--- config.mk ---
export PLATFORM = sky130hd
export DESIGN_NAME = alu_issue_queue
export DESIGN_NICKNAME = d
export VERILOG_FILES = /design/src/rtl/cpu_consts.sv /design/src/rtl/alu_issue_queue.sv
export SDC_FILE = /design/constraint.sdc
export NUM_CORES = 1
export LEC_CHECK = 0
export ABC_CLOCK_PERIOD_IN_PS = 4400
export CAP_MARGIN = 20
export CORE_AREA = 2 2 190 192
export DETAILED_ROUTE_END_ITERATION = 6
export DIE_AREA = 0 0 192 194
export PLACE_DENSITY = 0.9
export SETUP_SLACK_MARGIN = 0.4
export SYNTH_ARGS = -nofsm -noshare
export SYNTH_HDL_FRONTEND = slang
export SYNTH_SLANG_ARGS = --single-unit
--- constraint.sdc ---
create_clock -name clk -period 4.4 [get_ports clk]
set_input_delay 1.32 -clock clk [delete_from_list [all_inputs] [get_ports clk]]
set_output_delay 1.32 -clock clk [all_outputs]
set_load 0.03 [all_outputs]
--- src/rtl/cpu_consts.sv ---
// Shared CPU constants: ALU op codes, operand-source selects and the issue-queue micro-op record.
package cpu_consts;

  localparam logic [3:0] OP_ADD  = 4'd0;
  localparam logic [3:0] OP_SUB  = 4'd1;
  localparam logic [3:0] OP_SLL  = 4'd2;
  localparam logic [3:0] OP_SLT  = 4'd3;
  localparam logic [3:0] OP_SLTU = 4'd4;
  localparam logic [3:0] OP_XOR  = 4'd5;
  localparam logic [3:0] OP_SRL  = 4'd6;
  localparam logic [3:0] OP_SRA  = 4'd7;
  localparam logic [3:0] OP_OR   = 4'd8;
  localparam logic [3:0] OP_AND  = 4'd9;

  localparam logic [1:0] SRC_A_RS1  = 2'd0;
  localparam logic [1:0] SRC_A_PC   = 2'd1;
  localparam logic [1:0] SRC_A_ZERO = 2'd2;

  localparam logic SRC_B_RS2 = 1'b0;
  localparam logic SRC_B_IMM = 1'b1;

  typedef struct packed {
    logic [3:0]  func;
    logic        word_op;
    logic [4:0]  rd;
    logic [4:0]  rs1;
    logic [4:0]  rs2;
    logic        use_rs1;
    logic        use_rs2;
    logic [63:0] opr_a;
    logic [63:0] opr_b;
  } alu_uop_t;

  // x0 is hard-wired to zero, so a writeback to it never patches an operand.
  function automatic logic wb_hit(input logic use_rs, input logic [4:0] rs,
                                  input logic wb_valid, input logic [4:0] wb_rd);
    return use_rs & wb_valid & (rs == wb_rd) & (wb_rd != 5'd0);
  endfunction

endpackage

--- src/rtl/alu_issue_queue.sv ---
// ALU issue queue: buffers decoded micro-ops, resolves and snoops operands,
// and presents the head entry to the ALU.
module alu_issue_queue
  import cpu_consts::*;
#(
  parameter int unsigned DEPTH = 2
) (
  input  logic        clk,
  input  logic        resetn,
  input  logic        dec_valid_i,
  output logic        dec_ready_o,
  input  logic [3:0]  dec_alu_func_i,
  input  logic        dec_word_op_i,
  input  logic [1:0]  dec_src_a_sel_i,
  input  logic        dec_src_b_sel_i,
  input  logic [4:0]  dec_rs1_i,
  input  logic [4:0]  dec_rs2_i,
  input  logic [4:0]  dec_rd_i,
  input  logic [63:0] dec_rs1_data_i,
  input  logic [63:0] dec_rs2_data_i,
  input  logic [63:0] dec_imm_i,
  input  logic [63:0] dec_pc_i,
  input  logic        wb_valid_i,
  input  logic [4:0]  wb_rd_i,
  input  logic [63:0] wb_data_i,
  input  logic        flush_i,
  input  logic        ex_ready_i,
  output logic        alu_valid_o,
  output logic [3:0]  alu_func_o,
  output logic        word_op_o,
  output logic [63:0] opr_a_o,
  output logic [63:0] opr_b_o,
  output logic [4:0]  rd_o
);

  localparam int unsigned PW = (DEPTH > 1) ? $clog2(DEPTH) : 1;
  localparam int unsigned CW = $clog2(DEPTH + 1);
  localparam logic [CW-1:0] FULL = CW'(DEPTH);

  alu_uop_t         ent_q [DEPTH];
  alu_uop_t         ent_d [DEPTH];
  logic [DEPTH-1:0] vld_q, vld_d;
  logic [PW-1:0]    wr_ptr_q, wr_ptr_d, rd_ptr_q, rd_ptr_d;
  logic [CW-1:0]    count_q, count_d;
  logic             enq_s, deq_s;

  function automatic alu_uop_t build_uop(
    input logic [3:0]  func,
    input logic        word_op,
    input logic [1:0]  a_sel,
    input logic        b_sel,
    input logic [4:0]  rs1,
    input logic [4:0]  rs2,
    input logic [4:0]  rd,
    input logic [63:0] rs1_data,
    input logic [63:0] rs2_data,
    input logic [63:0] imm,
    input logic [63:0] pc,
    input logic        wbv,
    input logic [4:0]  wbrd,
    input logic [63:0] wbdata
  );
    alu_uop_t u;
    u         = '0;
    u.func    = func;
    u.word_op = word_op;
    u.rd      = rd;
    u.rs1     = rs1;
    u.rs2     = rs2;
    u.use_rs1 = (a_sel == SRC_A_RS1);
    u.use_rs2 = (b_sel == SRC_B_RS2);
    case (a_sel)
      SRC_A_RS1: u.opr_a = wb_hit(1'b1, rs1, wbv, wbrd) ? wbdata : rs1_data;
      SRC_A_PC:  u.opr_a = pc;
      default:   u.opr_a = 64'h0;
    endcase
    if (u.use_rs2) begin
      u.opr_b = wb_hit(1'b1, rs2, wbv, wbrd) ? wbdata : rs2_data;
    end else begin
      u.opr_b = imm;
    end
    return u;
  endfunction

  assign dec_ready_o = (count_q != FULL);
  assign alu_valid_o = (count_q != '0);
  assign enq_s       = dec_valid_i & dec_ready_o & ~flush_i;
  assign deq_s       = alu_valid_o & ex_ready_i & ~flush_i;

  // Next-state: writeback snoop on held entries, then enqueue/dequeue/flush bookkeeping.
  always_comb begin
    ent_d    = ent_q;
    vld_d    = vld_q;
    wr_ptr_d = wr_ptr_q;
    rd_ptr_d = rd_ptr_q;
    count_d  = count_q;
    for (int unsigned i = 0; i < DEPTH; i++) begin
      if (vld_q[i] && wb_hit(ent_q[i].use_rs1, ent_q[i].rs1, wb_valid_i, wb_rd_i)) begin
        ent_d[i].opr_a = wb_data_i;
      end else begin
        ent_d[i].opr_a = ent_q[i].opr_a;
      end
      if (vld_q[i] && wb_hit(ent_q[i].use_rs2, ent_q[i].rs2, wb_valid_i, wb_rd_i)) begin
        ent_d[i].opr_b = wb_data_i;
      end else begin
        ent_d[i].opr_b = ent_q[i].opr_b;
      end
    end
    if (enq_s) begin
      ent_d[wr_ptr_q] = build_uop(dec_alu_func_i, dec_word_op_i, dec_src_a_sel_i, dec_src_b_sel_i,
                                  dec_rs1_i, dec_rs2_i, dec_rd_i, dec_rs1_data_i, dec_rs2_data_i,
                                  dec_imm_i, dec_pc_i, wb_valid_i, wb_rd_i, wb_data_i);
      vld_d[wr_ptr_q] = 1'b1;
      wr_ptr_d        = wr_ptr_q + PW'(1);
    end else begin
      wr_ptr_d = wr_ptr_q;
    end
    if (deq_s) begin
      vld_d[rd_ptr_q] = 1'b0;
      rd_ptr_d        = rd_ptr_q + PW'(1);
    end else begin
      rd_ptr_d = rd_ptr_q;
    end
    case ({enq_s, deq_s})
      2'b10:   count_d = count_q + CW'(1);
      2'b01:   count_d = count_q - CW'(1);
      default: count_d = count_q;
    endcase
    if (flush_i) begin
      vld_d    = '0;
      wr_ptr_d = '0;
      rd_ptr_d = '0;
      count_d  = '0;
    end else begin
      count_d = count_d;
    end
  end

  // Queue state register.
  always_ff @(posedge clk or negedge resetn) begin
    if (!resetn) begin
      for (int unsigned i = 0; i < DEPTH; i++) begin
        ent_q[i] <= '0;
      end
      vld_q    <= '0;
      wr_ptr_q <= '0;
      rd_ptr_q <= '0;
      count_q  <= '0;
    end else begin
      ent_q    <= ent_d;
      vld_q    <= vld_d;
      wr_ptr_q <= wr_ptr_d;
      rd_ptr_q <= rd_ptr_d;
      count_q  <= count_d;
    end
  end

  // Head presentation with word-shift conditioning of operand A; zeros when empty.
  always_comb begin
    alu_func_o = 4'd0;
    word_op_o  = 1'b0;
    rd_o       = 5'd0;
    opr_a_o    = 64'h0;
    opr_b_o    = 64'h0;
    if (alu_valid_o) begin
      alu_func_o = ent_q[rd_ptr_q].func;
      word_op_o  = ent_q[rd_ptr_q].word_op;
      rd_o       = ent_q[rd_ptr_q].rd;
      opr_b_o    = ent_q[rd_ptr_q].opr_b;
      if (ent_q[rd_ptr_q].word_op && ent_q[rd_ptr_q].func == OP_SRL) begin
        opr_a_o = {32'h0, ent_q[rd_ptr_q].opr_a[31:0]};
      end else if (ent_q[rd_ptr_q].word_op && ent_q[rd_ptr_q].func == OP_SRA) begin
        opr_a_o = {{32{ent_q[rd_ptr_q].opr_a[31]}}, ent_q[rd_ptr_q].opr_a[31:0]};
      end else begin
        opr_a_o = ent_q[rd_ptr_q].opr_a;
      end
    end else begin
      opr_a_o = 64'h0;
    end
  end

endmodule

==> impl_metrics.tcl <==
set metrics [dict create \
    fin_tns_setup_ns 0 \
    io_pins 494 \
    async_flop_share_pct 100 \
    synth_area_leader_cell "dfrtp_1" \
    grt_pass1_wl_mm 104 \
    synth_fp_nets 2193 \
    start_util_pct 53.1 \
    drt_iter0_markers 1869 \
    antenna_found_initial 8 \
    drive_above_1_share_pct 8.94 \
    nets 2580 \
    dieArea_sq_mm 0.0372 \
    avgSynthCellArea_sq_um 10.2 \
    fin_skew_ns 0.0117 \
    htree_levels 1 \
    post_cts_buffers 0 \
    ir_worst_vdd_v 0.000316 \
    syn_area_sq_mm 0.0187 \
    synthToLayoutAreaGrowth_pct 34.3 \
    crit_type "flop to output port" \
    cts_tree "yes" \
    drc 52 \
    multi_input_comb_area_sq_mm 0.00956 \
    fmax_ghz 0.247 \
    cap_violations 0 \
    tightestPinTransition_ns 1.01 \
    dpl_cell_area_sq_mm 0.0240 \
    dp_hpwl_mm 44.0 \
    critPathLaunchType "flop" \
    min_period_ns 4.05 \
    vias_per_cell 6.50 \
    maxSlewViolCount 0 \
    violations "DRC" \
    syn_inst 1839 \
    globalplace.congestion 0.914 \
    avgRoutedWirePerCell_um 25.1 \
    path_clk_slew_ns 0.07 \
    cp.required_ns 3.08 \
    yosys_warnings 0 \
    placementRows 69 \
    clock-sinks 306 \
    worstHoldPathType "flop to flop" \
    power_density_mw_per_mm2 419 \
    fin_ws_ns 0.348 \
    fill_cells 2468 \
    critPathMaxFanout 71 \
    gr-usage-all-layers_pct 35.7 \
    hold_buffers 0 \
    worst_hold_slack_ns 0.476 \
    grt_max_degree 113 \
    vias 17665 \
    rsz0062_at_grt "yes" \
    crit_arrival_ns 2.73 \
    p_leak_nw 10.5 \
    fp.dieH_um 194 \
    grt_pass1_vias 18492 \
    synth_area_leaders "dfrtp_1, mux2i_1, a222oi_1, o311ai_2, inv_1" \
    synth_top_area_share_pct 40.9 \
    utilization_pct 71.3 \
    portBuffers 493 \
    hold_violations 0 \
    drt.antenna.violating_nets 0 \
    ys_types 42 \
    cts_buffers 31 \
    clk_latency_ns 0.56 \
    slew_headroom_pct 32.4 \
    endpoint_kind "output port" \
    synth-edff-count 0 \
    seq_area_frac_synth_pct 40.9 \
    core-area_sq_mm 0.0352 \
    finalSetupViolations 0 \
    clock-root-buffer "clkbuf_16" \
    postLayoutCellArea_sq_mm 0.0251 \
    place_ws_ns 0.391 \
    synth_seq_cells 306 \
    die_w_um 192 \
    cts_buffer_depth 3 \
    regArea_sq_mm 0.00766 \
    routed_wl_mm 68.2 \
    finalCritPeriodShare_pct 92.1 \
    status "complete, but fails checks" \
    grt_overflow_total 0 \
    synthFlopType "dfrtp_1" \
    firstDrtPassIters 7 \
]
path summary, 6_finish.rpt:
check | cells past startpoint | start | endpoint | slack [ns]
hold reg to reg | 2 | ent_q[140]$_DFFE_PN0P_ | ent_q[140]$_DFFE_PN0P_ | 0.48
hold / removal | 2 | ent_q[140]$_DFFE_PN0P_ | ent_q[140]$_DFFE_PN0P_ | 0.48
setup reg to reg | 5 | ent_q[136]$_DFFE_PN0P_ | ent_q[71]$_DFF_PN0_ | 1.96
max in group asynchronous | 2 | resetn | ent_q[70]$_DFF_PN0_ | 2.57
min in group asynchronous | 1 | resetn | ent_q[57]$_DFF_PN0_ | 0.84
setup / recovery | 4 | rd_ptr_q$_DFFE_PN0P_ | opr_b_o[49] | 0.35
power by group:
part           switching [mW]  internal (mW)
Combinational            1.88           1.61
Clock                    1.14           1.78
Sequential              0.481           3.64
Total                    3.50           7.03
cell families (layout without fill, tap and decap cells):
kind of cell / after synthesis / in the layout / share of synthesized area, %
flops: 306 / 306 / 40.9
compound gates: 302 / 302 / 16.2
buf+inv: 378 / 788 / 8.47
other cells: 0 / 7 / 0
mux: 419 / 419 / 22.6
xor+xnor: 32 / 32 / 1.50
simple gates: 402 / 402 / 10.2
repair_timing:
action | 4_1_cts | 5_1_grt
setup endpoints to repair | 33 | 30
pin swaps | 0 | 0
resized for setup | 31 | 22
flip-flops by register name (all words and copies together) (netlist names):
name / cells
wr_ptr_q: 1
ent_q: 300
rd_ptr_q: 1
vld_q: 2
count_q: 2
routing by layer:
metal / track usage (%) / up-vias / part of all wire, %
met3: 7.55 / 256 / 10
met2: 59.5 / 1220 / 48
met5: 0 / - / 0.053
met4: 21.3 / 4 / 6.0
met1: 42.2 / 8651 / 36
li1: - / 7534 / -
area by class of cell:
type	count	area share, %
inverter	195	2.91
clock buffer	42	3.45
sequential	306	30.5
clock inverter	14	1.01
antenna	7	0.0697
tap	461	2.30
multi-input combinational	1155	38.1
timing repair buffer	537	21.7
cell usage after synthesis (3+ instances only):
| master | number |
|---|---|
| dfrtp_1 | 306 |
| buf_1 | 24 |
| o211ai_1 | 3 |
| xnor2_1 | 21 |
| nand4_1 | 69 |
| o311ai_1 | 10 |
| nand2b_1 | 66 |
| buf_2 | 33 |
| buf_4 | 3 |
| mux2i_1 | 395 |
| buf_6 | 15 |
| mux2_2 | 22 |
| nor3b_1 | 3 |
| inv_1 | 194 |
| nor3_1 | 5 |
| o311ai_2 | 50 |
| xor2_1 | 11 |
| nand2_1 | 66 |
| clkbuf_1 | 108 |
| o311ai_0 | 4 |
| o221ai_1 | 64 |
| a222oi_1 | 128 |
| nor2_1 | 182 |
| a21oi_1 | 34 |
cells in the final DEF (no fill, tap or decap), types with 2 or more instances in the layout:
cell type,Yosys,routed
a211oi_1,2,2
nor2_1,182,180
clkdlybuf4s15_1,0,4
clkinv_2,0,4
o311ai_1,10,10
mux2i_4,0,2
buf_12,0,18
o311ai_2,50,50
clkinvlp_4,0,2
dfrtp_1,306,305
nand4b_1,2,2
mux2i_1,395,394
mux2_2,22,22
buf_4,3,28
dlygate4sd2_1,0,17
nor3b_1,3,2
or4_4,2,2
o211ai_1,3,3
xnor2_1,21,21
diode_2,0,7
clkbuf_16,0,31
a21oi_1,34,34
o311ai_0,4,4
bufinv_16,0,7
clkbuf_1,108,6
clkbuf_2,0,8
clkdlybuf4s50_1,0,458
o221ai_1,64,64
inv_2,1,2
nand2b_1,66,66
inv_1,194,193
a222oi_1,128,128
clkbuf_8,0,5
nor2_4,0,2
xor2_1,11,11
nor3_2,0,4
nand4_1,69,69
nand2_1,66,66
metrics by stage:
stage / power [mW] / instances
floorplan: 6.16 / 1839
global placement: 7.39 / 2654
detailed placement: 7.60 / 2654
CTS: 10.5 / 2710
global route: 11.0 / 2716
finish: 10.5 / 2717
worst max-delay path, cell delays in order, from the launching register on:
cell and delay (ns):
dfrtp_4 0.50, buf_12 0.41, mux2i_1 0.21, nor2_1 0.19
clkdlybuf4s50_1 0.73
(Power assumes the default switching activity.)
